File: src/rtl/cpu_pkg.sv
// cpu_pkg: types and constants shared by the execute/memory pipeline boundary.
//   DATA_WIDTH / REG_ADDR_W : default datapath and register-index widths
//   F3_*                    : funct3 load/store size encodings
//   ex_mem_t                : payload carried from execute to memory
//   sb_state_t              : skid-buffer occupancy, encoded as {main_v, skid_v}
package cpu_pkg;

  localparam int DATA_WIDTH = 32;
  localparam int REG_ADDR_W = 5;

  localparam logic [2:0] F3_LB  = 3'b000;
  localparam logic [2:0] F3_LH  = 3'b001;
  localparam logic [2:0] F3_LW  = 3'b010;
  localparam logic [2:0] F3_LBU = 3'b100;
  localparam logic [2:0] F3_LHU = 3'b101;

  typedef struct packed {
    logic [DATA_WIDTH-1:0] alu_result;
    logic [DATA_WIDTH-1:0] store_data;
    logic [REG_ADDR_W-1:0] rd;
    logic                  reg_write;
    logic                  mem_read;
    logic                  mem_write;
    logic [2:0]            funct3;
  } ex_mem_t;

  // The encoding doubles as the valid bits: bit 1 = main_v, bit 0 = skid_v.
  typedef enum logic [1:0] {
    SB_EMPTY = 2'b00,
    SB_ONE   = 2'b10,
    SB_FULL  = 2'b11
  } sb_state_t;

  function automatic logic is_unsigned_load(input logic [2:0] f3);
    return (f3 == F3_LBU) || (f3 == F3_LHU);
  endfunction

endpackage

File: src/rtl/skid_buffer.sv
// skid_buffer: generic 2-entry valid/ready buffer with a registered in_ready.
//   clk, rst_n           : clock, async active-low reset
//   flush                : empties both slots on the next edge, drops in_valid
//   in_valid/in_ready    : upstream handshake (in_ready = ~skid_v)
//   in_data              : payload of type T
//   out_valid/out_ready  : downstream handshake
//   out_data             : payload, always driven from the main slot
module skid_buffer
  import cpu_pkg::*;
#(
  parameter type T = logic
) (
  input  logic clk,
  input  logic rst_n,
  input  logic flush,
  input  logic in_valid,
  output logic in_ready,
  input  T     in_data,
  output logic out_valid,
  input  logic out_ready,
  output T     out_data
);

  sb_state_t state, state_nxt;
  T          main_p1;
  T          skid_p1;
  logic      accept;
  logic      drain;
  logic      load_main_in;
  logic      load_main_skid;
  logic      load_skid;

  // Both handshake outputs decode straight from the state flop.
  assign in_ready  = ~state[0];
  assign out_valid = state[1];
  assign out_data  = main_p1;

  assign accept = in_valid & in_ready & ~flush;
  assign drain  = out_valid & out_ready;

  always_ff @(posedge clk or negedge rst_n) begin
    if (!rst_n) begin
      state <= SB_EMPTY;
    end else begin
      state <= state_nxt;
    end
  end

  always_comb begin
    state_nxt      = state;
    load_main_in   = 1'b0;
    load_main_skid = 1'b0;
    load_skid      = 1'b0;
    if (flush) begin
      state_nxt = SB_EMPTY;
    end else begin
      case (state)
        SB_EMPTY: begin
          if (accept) begin
            load_main_in = 1'b1;
            state_nxt    = SB_ONE;
          end
        end
        SB_ONE: begin
          if (accept && drain) begin
            load_main_in = 1'b1;
          end else if (accept) begin
            load_skid = 1'b1;
            state_nxt = SB_FULL;
          end else if (drain) begin
            state_nxt = SB_EMPTY;
          end
        end
        SB_FULL: begin
          // in_ready is low here, so nothing can arrive; the skid entry
          // moves up behind the departing main entry to keep order.
          if (drain) begin
            load_main_skid = 1'b1;
            state_nxt      = SB_ONE;
          end
        end
        default: state_nxt = SB_EMPTY;
      endcase
    end
  end

  // ---- stage p1: payload slots ----
  always_ff @(posedge clk or negedge rst_n) begin
    if (!rst_n) begin
      main_p1 <= '0;
      skid_p1 <= '0;
    end else begin
      if (load_main_in) begin
        main_p1 <= in_data;
      end else if (load_main_skid) begin
        main_p1 <= skid_p1;
      end
      if (load_skid) begin
        skid_p1 <= in_data;
      end
    end
  end

endmodule

File: src/rtl/ex_mem_stage_reg.sv
// ex_mem_stage_reg: execute -> memory pipeline boundary.
//   Upstream : in_valid/in_ready handshake plus ALU result, branch compare,
//              branch target, store data, rd and control bits.
//   Downstream: out_valid/out_ready handshake plus the non-branch fields.
//   redirect_valid/redirect_pc : one-cycle fetch redirect for an accepted
//              taken branch (independent of downstream backpressure).
//   fwd_valid/fwd_rd/fwd_data  : forwarding tap from the presented entry.
module ex_mem_stage_reg
  import cpu_pkg::*;
#(
  parameter int DATA_WIDTH = cpu_pkg::DATA_WIDTH,
  parameter int REG_ADDR_W = cpu_pkg::REG_ADDR_W
) (
  input  logic                  clk,
  input  logic                  rst_n,
  input  logic                  flush,
  input  logic                  in_valid,
  output logic                  in_ready,
  input  logic [DATA_WIDTH-1:0] in_alu_result,
  input  logic                  in_branch_taken,
  input  logic                  in_is_branch,
  input  logic [DATA_WIDTH-1:0] in_branch_tgt,
  input  logic [DATA_WIDTH-1:0] in_store_data,
  input  logic [REG_ADDR_W-1:0] in_rd,
  input  logic                  in_reg_write,
  input  logic                  in_mem_read,
  input  logic                  in_mem_write,
  input  logic [2:0]            in_funct3,
  output logic                  out_valid,
  input  logic                  out_ready,
  output logic [DATA_WIDTH-1:0] out_alu_result,
  output logic [DATA_WIDTH-1:0] out_store_data,
  output logic [REG_ADDR_W-1:0] out_rd,
  output logic                  out_reg_write,
  output logic                  out_mem_read,
  output logic                  out_mem_write,
  output logic [2:0]            out_funct3,
  output logic                  redirect_valid,
  output logic [DATA_WIDTH-1:0] redirect_pc,
  output logic                  fwd_valid,
  output logic [REG_ADDR_W-1:0] fwd_rd,
  output logic [DATA_WIDTH-1:0] fwd_data
);

  ex_mem_t in_pl_p0;
  ex_mem_t out_pl_p1;
  logic    accept_p0;
  logic    take_redirect_p0;

  assign in_pl_p0.alu_result = in_alu_result;
  assign in_pl_p0.store_data = in_store_data;
  assign in_pl_p0.rd         = in_rd;
  assign in_pl_p0.reg_write  = in_reg_write;
  assign in_pl_p0.mem_read   = in_mem_read;
  assign in_pl_p0.mem_write  = in_mem_write;
  assign in_pl_p0.funct3     = in_funct3;

  skid_buffer #(
    .T (ex_mem_t)
  ) u_skid (
    .clk       (clk),
    .rst_n     (rst_n),
    .flush     (flush),
    .in_valid  (in_valid),
    .in_ready  (in_ready),
    .in_data   (in_pl_p0),
    .out_valid (out_valid),
    .out_ready (out_ready),
    .out_data  (out_pl_p1)
  );

  // Redirect fires at acceptance time, not at issue, so a stalled entry
  // raises it exactly once; accept already excludes flush.
  assign accept_p0        = in_valid & in_ready & ~flush;
  assign take_redirect_p0 = accept_p0 & in_is_branch & in_branch_taken;

  // ---- stage p1: redirect ----
  always_ff @(posedge clk or negedge rst_n) begin
    if (!rst_n) begin
      redirect_valid <= 1'b0;
      redirect_pc    <= '0;
    end else begin
      redirect_valid <= take_redirect_p0;
      if (take_redirect_p0) begin
        redirect_pc <= in_branch_tgt;
      end
    end
  end

  // Stale control bits of an empty main slot must not reach the memory
  // stage as side-effecting writes.
  assign out_alu_result = out_pl_p1.alu_result;
  assign out_store_data = out_pl_p1.store_data;
  assign out_rd         = out_pl_p1.rd;
  assign out_reg_write  = out_pl_p1.reg_write & out_valid;
  assign out_mem_read   = out_pl_p1.mem_read;
  assign out_mem_write  = out_pl_p1.mem_write & out_valid;
  assign out_funct3     = out_pl_p1.funct3;

  assign fwd_valid = out_valid & out_pl_p1.reg_write & (out_pl_p1.rd != '0);
  assign fwd_rd    = out_pl_p1.rd;
  assign fwd_data  = out_pl_p1.alu_result;

endmodule

File: config.mk
export PLATFORM = sky130hd
export DESIGN_NAME = ex_mem_stage_reg
export DESIGN_NICKNAME = d
export VERILOG_FILES = /design/src/rtl/cpu_pkg.sv /design/src/rtl/skid_buffer.sv /design/src/rtl/ex_mem_stage_reg.sv
export SDC_FILE = /design/constraint.sdc
export NUM_CORES = 1
export LEC_CHECK = 0
export CAP_MARGIN = 15
export CORE_ASPECT_RATIO = 1.4
export CORE_MARGIN = 2
export CORE_UTILIZATION = 35
export DETAILED_ROUTE_END_ITERATION = 8
export GPL_TIMING_DRIVEN = 1
export SYNTH_ARGS = -nofsm -noshare
export SYNTH_HDL_FRONTEND = slang
export SYNTH_SLANG_ARGS = --single-unit
File: constraint.sdc
create_clock -name clk -period 3.3 [get_ports clk]
set_input_delay 0.66 -clock clk [delete_from_list [all_inputs] [get_ports clk]]
set_output_delay 0.66 -clock clk [all_outputs]
set_load 0.03 [all_outputs]
# After elaboration in Yosys (flattened, before gate mapping)
# Index checks and enable logic that the tools add are counted.
[word_totals]
regBits = 185
elab_cells = 57
out_inout_bits = 148
mem_bits_rw = 0
in_bits = 114
mem_bits_ro = 0
mem_count = 0
latchBits = 0
[op_classes]
n_bitwise = 10
n_reduce_logical = 5
shift = 0
order_cmp = 0
div_mod_pow = 0
mul = 0
n_addsub = 0
eq_ne = 6
muxes = 19
[op_table]
columns = ["op", "n"]
rows = [
  ["two-way mux 75 bit", 2],
  ["two-way mux 2 bit", 6],
  ["two-way mux 1 bit", 9],
  ["bitwise AND 1 bit", 8],
  ["inequality test 3 bit (second input constant)", 2],
  ["case mux 2 bit (3 select lines)", 1],
  ["nonzero test 5 bit", 1],
  ["equality test 2 bit (second input constant)", 2],
  ["inequality test 4 x 3 -> 1 bit (second input constant)", 1],
  ["AND reduction 4 bit", 1],
  ["inequality test 3 x 2 -> 1 bit (second input constant)", 1],
  ["logical NOT 2 bit", 1],
  ["inverter 1 bit", 2],
  ["case mux 1 bit (2 select lines)", 1],
  ["nonzero test 2 bit", 1],
  ["logical AND 1 bit", 1],
]

# Depth between registers and ports, before layout
[logic_depth]
depth_word = 8
depth_mapped = 9
mapped_depth_nobuf = 6

# Cells and area by module
# Synthesis repeated with hierarchy kept, for this count alone.
[unflattened]
cells_unflattened = 618
area_unflattened_um2 = 8130.3
[by_module_without_submodules]
columns = ["module", "area_each_um2", "seq_area_each_um2", "instances", "cells_per_inst"]
rows = [
  ["skid_buffer", 6457.4, 3803.6, 1, 506],
  ["ex_mem_stage_reg", 1672.9, 825.8, 1, 112],
]

# Least setup slack after synthesis
# No wires, ideal clock.
[synth_path]
kind = "reg-to-output"
start = "reg u_skid.state[1]"
end = "out fwd_valid"
n_path_buf = 1
t_arrival_ns = 1.467
t_required_ns = 2.640
slack_ns = 1.173
path_stages_with_launch = 4
cell_sequence = "dfrtp_1 -> clkbuf_1 -> and2_1 -> o21a_1"
[synth_via]
elab_chain_len = 2
[synth_lines]
columns = ["element", "line", "source"]
rows = [
  ["start: declaration", "skid_buffer.sv:24", "sb_state_t state, state_nxt;"],
  ["start signal: assignment", "skid_buffer.sv:45", "state <= state_nxt;"],
  ["bitwise AND 1 bit", "-", ""],
  ["named net out_reg_write", "ex_mem_stage_reg.sv:34", "output logic out_reg_write,"],
  ["bitwise AND 1 bit", "ex_mem_stage_reg.sv:100", "assign fwd_valid = out_valid & out_pl_p1.reg_write & (out_pl_p1.rd != '0);"],
  ["end: declaration", "ex_mem_stage_reg.sv:40", "output logic fwd_valid,"],
]
# The timed path passes the listed nets, and every way through them passes these cells.

# Final worst setup path
[layout_path]
start = "reg u_skid.main_p1 (netlist bit u_skid.out_data[9])"
end = "out fwd_valid"
[layout_via]
elab_chain_len = 2
[layout_lines]
columns = ["element", "line", "source"]
rows = [
  ["start: declaration", "skid_buffer.sv:25", "T main_p1;"],
  ["start signal: assignment", "skid_buffer.sv:94", "main_p1 <= in_data;"],
  ["start signal: assignment", "skid_buffer.sv:96", "main_p1 <= skid_p1;"],
  ["nonzero test 5 bit", "ex_mem_stage_reg.sv:100", ""],
  ["bitwise AND 1 bit", "ex_mem_stage_reg.sv:100", ""],
]
# Every way passes these cells.

==> metrics.yaml <==
cp_data_required_time_ns: 2.64
rsz0062_at_grt: "no"
clkPwrFrac_pct: 19.3
leakagePower_nw: 5.16
rr_endpoint: "u_skid.out_data[16]"
postCtsSetupBuffers: 0
insertion_delay_ns: 0.43
ir_worst_vdd_uv: 462
r2r_start: "u_skid.state[1]"
grt_start_max_net_pins: 89
p_per_area_mw_per_mm2: 980
cp_data_arrival_time_ns: 2.17
synthAdderAreaFrac_pct: 0.588
cts_max_level: 4
ys_warn_count: 0
status: "finished clean"
cp_max_fo: 4
first_pass_iters: 4
die_area_mm2: 0.0256
antenna_cells: 0
fin_nets: 955
period_needed_ns: 2.83
cts_resized: 0
max-cap-violations: 0
switching_share_pct: 37.7
wl_per_cell_um: 15.8
syn_area_mm2: 0.00852
cts-root-buf: "clkbuf_16"
fin_crit_sh_pct: 85.8
initial_core_util_pct: 35.6
antenna_left: 0
grt_util_all_layers_pct: 14.7
synth_nets: 809
n_fill_cell: 2239
worstMarginPinSlew_ns: 0.675
clk_pin_slew_worst_paths_ns: 0.07
avgSynthCellArea_um2: 12.3
slew_headroom_pct: 55.0
fin_setup_tns_ns: 0
first_global_vias: 5499
crit_type: "reg2out"
vias: 5361
numClockSinks: 185
synth_compound_area_share_pct: 4.95
cts_tree: "yes"
io_pins: 262
synth_seq_cells: 185
synth_xor_xnor_area_share_pct: 0
ys_seq_area_share_pct: 54.4
overflow: 0
drt_wl_total_um: 18400
finalHoldViolations: 0
synth.area.mux_share_pct: 23.2
drive_gt1_share_pct: 18.0
portBuffers: 261
place_hpwl_um: 12500
reg2reg_depth: 6
stdcell_count: 1159
coreArea_mm2: 0.0239
skew_ns: 0.00777
maxSlewViolCount: 0
seqPwrFrac_pct: 35.5
synthCells: 691
clock.fmax_ghz: 0.353
synth_top_family_by_area: "multiplexers"
yosys.area_share.simple_pct: 4.41
die_w_um: 136
vias_per_cell: 4.63
reg2reg_setup_slack_ns: 1.09
drc: 0
whs_ns: 0.266
syn_to_final_growth_pct: 32.7
rows: 67
crit_path_end_kind: "output pin"
p_comb_share_pct: 45.2
power_switching_w: 0.00417
numCtsBuffers: 17
grt_antenna_before_repair: 1
grt_pass1_wl_um: 29100
hp-class: "in2async"
synth.distinct_cells: 23
cts_hold_buf: 0
drtIter0Drc: 182
dpl.cell_count: 1128
finalSetupViolCount: 0
cts_buffer_depth: 2
p_int_w: 0.00690
startpoint_type: "flop"
routabilityCongestion: 0.729
die_h_um: 189
==> cell families (layout without fill, tap and decap cells) <==
kind of cell / after synthesis / after routing
simple gates: 91 / 91
buf+inv: 147 / 305
compound gates: 80 / 80
flops: 185 / 185
fa+ha+maj: 4 / 4
mux: 184 / 184
==> routing by layer <==
metal	wire, um	track usage, %	share of wire (%)
met5	13	0	0.071
met4	391	5.61	2.1
met3	1510	5.84	8.2
met2	9170	24.5	50
met1	7270	17.0	40
==> cells in the mapped netlist <==
master	number	area (um2)
dfrtp_1	185	4630
and4bb_1	1	12.5
buf_6	9	101
mux2i_1	77	771
a32oi_2	1	16.3
clkbuf_1	1	3.75
and2_1	2	12.5
nand2b_1	1	6.26
nor2_1	75	282
inv_1	2	7.51
buf_2	25	125
o311ai_1	1	8.76
nor2b_1	3	18.8
a21oi_1	76	380
nand2_1	4	15.0
a211o_1	1	8.76
o21a_1	1	7.51
nor2_2	1	6.26
nand3_1	3	15.0
or4_1	1	7.51
ha_1	4	50.1
mux2_2	107	1200
buf_4	110	826
==> worst max path at each step <==
| stage | from | end | slack (ns) | cells after the start |
|---|---|---|---|---|
| 3_3_place_gp | in_valid | redirect_pc[16] | 0.68 | 6 |
| 4_1_cts | u_skid.out_data[9] | fwd_valid | 0.44 | 3 |
| 6_report | u_skid.out_data[9] | fwd_valid | 0.47 | 3 |
| 5_1_grt | u_skid.out_data[6] | fwd_valid | 0.42 | 3 |
| 3_5_place_dp | flush | u_skid.out_data[15] | 0.66 | 6 |
| 2_1_floorplan | u_skid.state[1] | fwd_valid | 1.17 | 3 |
==> state kept, by name, indices dropped and copies added (netlist names) <==
| register | count |
|---|---|
| u_skid.state | 2 |
| u_skid.out_data | 75 |
| redirect_valid | 1 |
| u_skid.skid_p1 | 75 |
| redirect_pc | 32 |
==> placed cells by master (no fill, tap or decap) <==
cell type / n
mux2_2: 107
a32oi_4: 1
nand2b_1: 1
clkinvlp_4: 4
nor2_1: 75
nand3_1: 2
and4bb_1: 1
nor2_2: 1
dfrtp_1: 185
clkbuf_16: 17
a21oi_1: 76
clkinv_2: 1
nand2_1: 3
clkdlybuf4s50_1: 260
nand3_4: 1
nor2b_1: 3
o21a_1: 1
a211o_1: 1
buf_12: 9
clkinv_4: 1
clkbuf_1: 1
or4_1: 1
nand2_4: 1
clkbuf_8: 4
buf_4: 2
inv_6: 1
o311ai_1: 1
inv_1: 2
bufinv_16: 3
mux2i_1: 77
ha_1: 4
and2_1: 2
==> stage by stage <==
stage / instance area, um2 / util, % / power [W] / setup WS (ns)
5_1_grt: 11300 / 47.3 / 0.0117 / 0.421
3_3_place_gp: 10700 / 44.7 / 0.00897 / 0.676
4_1_cts: 11300 / 47.3 / 0.0112 / 0.437
6_report: 11300 / 47.3 / 0.0111 / 0.470
2_1_floorplan: 8520 / - / 0.00778 / 1.17
3_5_place_dp: 10700 / 44.7 / 0.00905 / 0.663
==> power by group through the flow <==
stage                     logic (W)  registers [W]  clock network (W)
after floorplan             0.00374        0.00405                  0
after global placement      0.00501        0.00396                  0
after CTS                   0.00507        0.00395            0.00222
final                       0.00500        0.00393            0.00214
after detailed placement    0.00506        0.00399                  0
after global routing        0.00532        0.00407            0.00231
==> cell type report <==
| cell class | count | area [um2] | area share, % |
|---|---|---|---|
| repair buffers | 272 | 2810 | 24.9 |
| clock buffers | 21 | 470 | 4.16 |
| inverters | 2 | 7.51 | 0.0664 |
| multi-input cells | 359 | 2850 | 25.2 |
| clock inverters | 10 | 143 | 1.26 |
| flip-flops and latches | 185 | 4630 | 41.0 |
| well taps | 310 | 388 | 3.43 |
==> critical path, stage by stage (launching register included) <==
cell and delay, ns:
dfrtp_1 0.45, or4_1 0.52, o21a_1 0.18, clkdlybuf4s50_1 0.59
No activity file was read; power rests on OpenSTA's default activity.
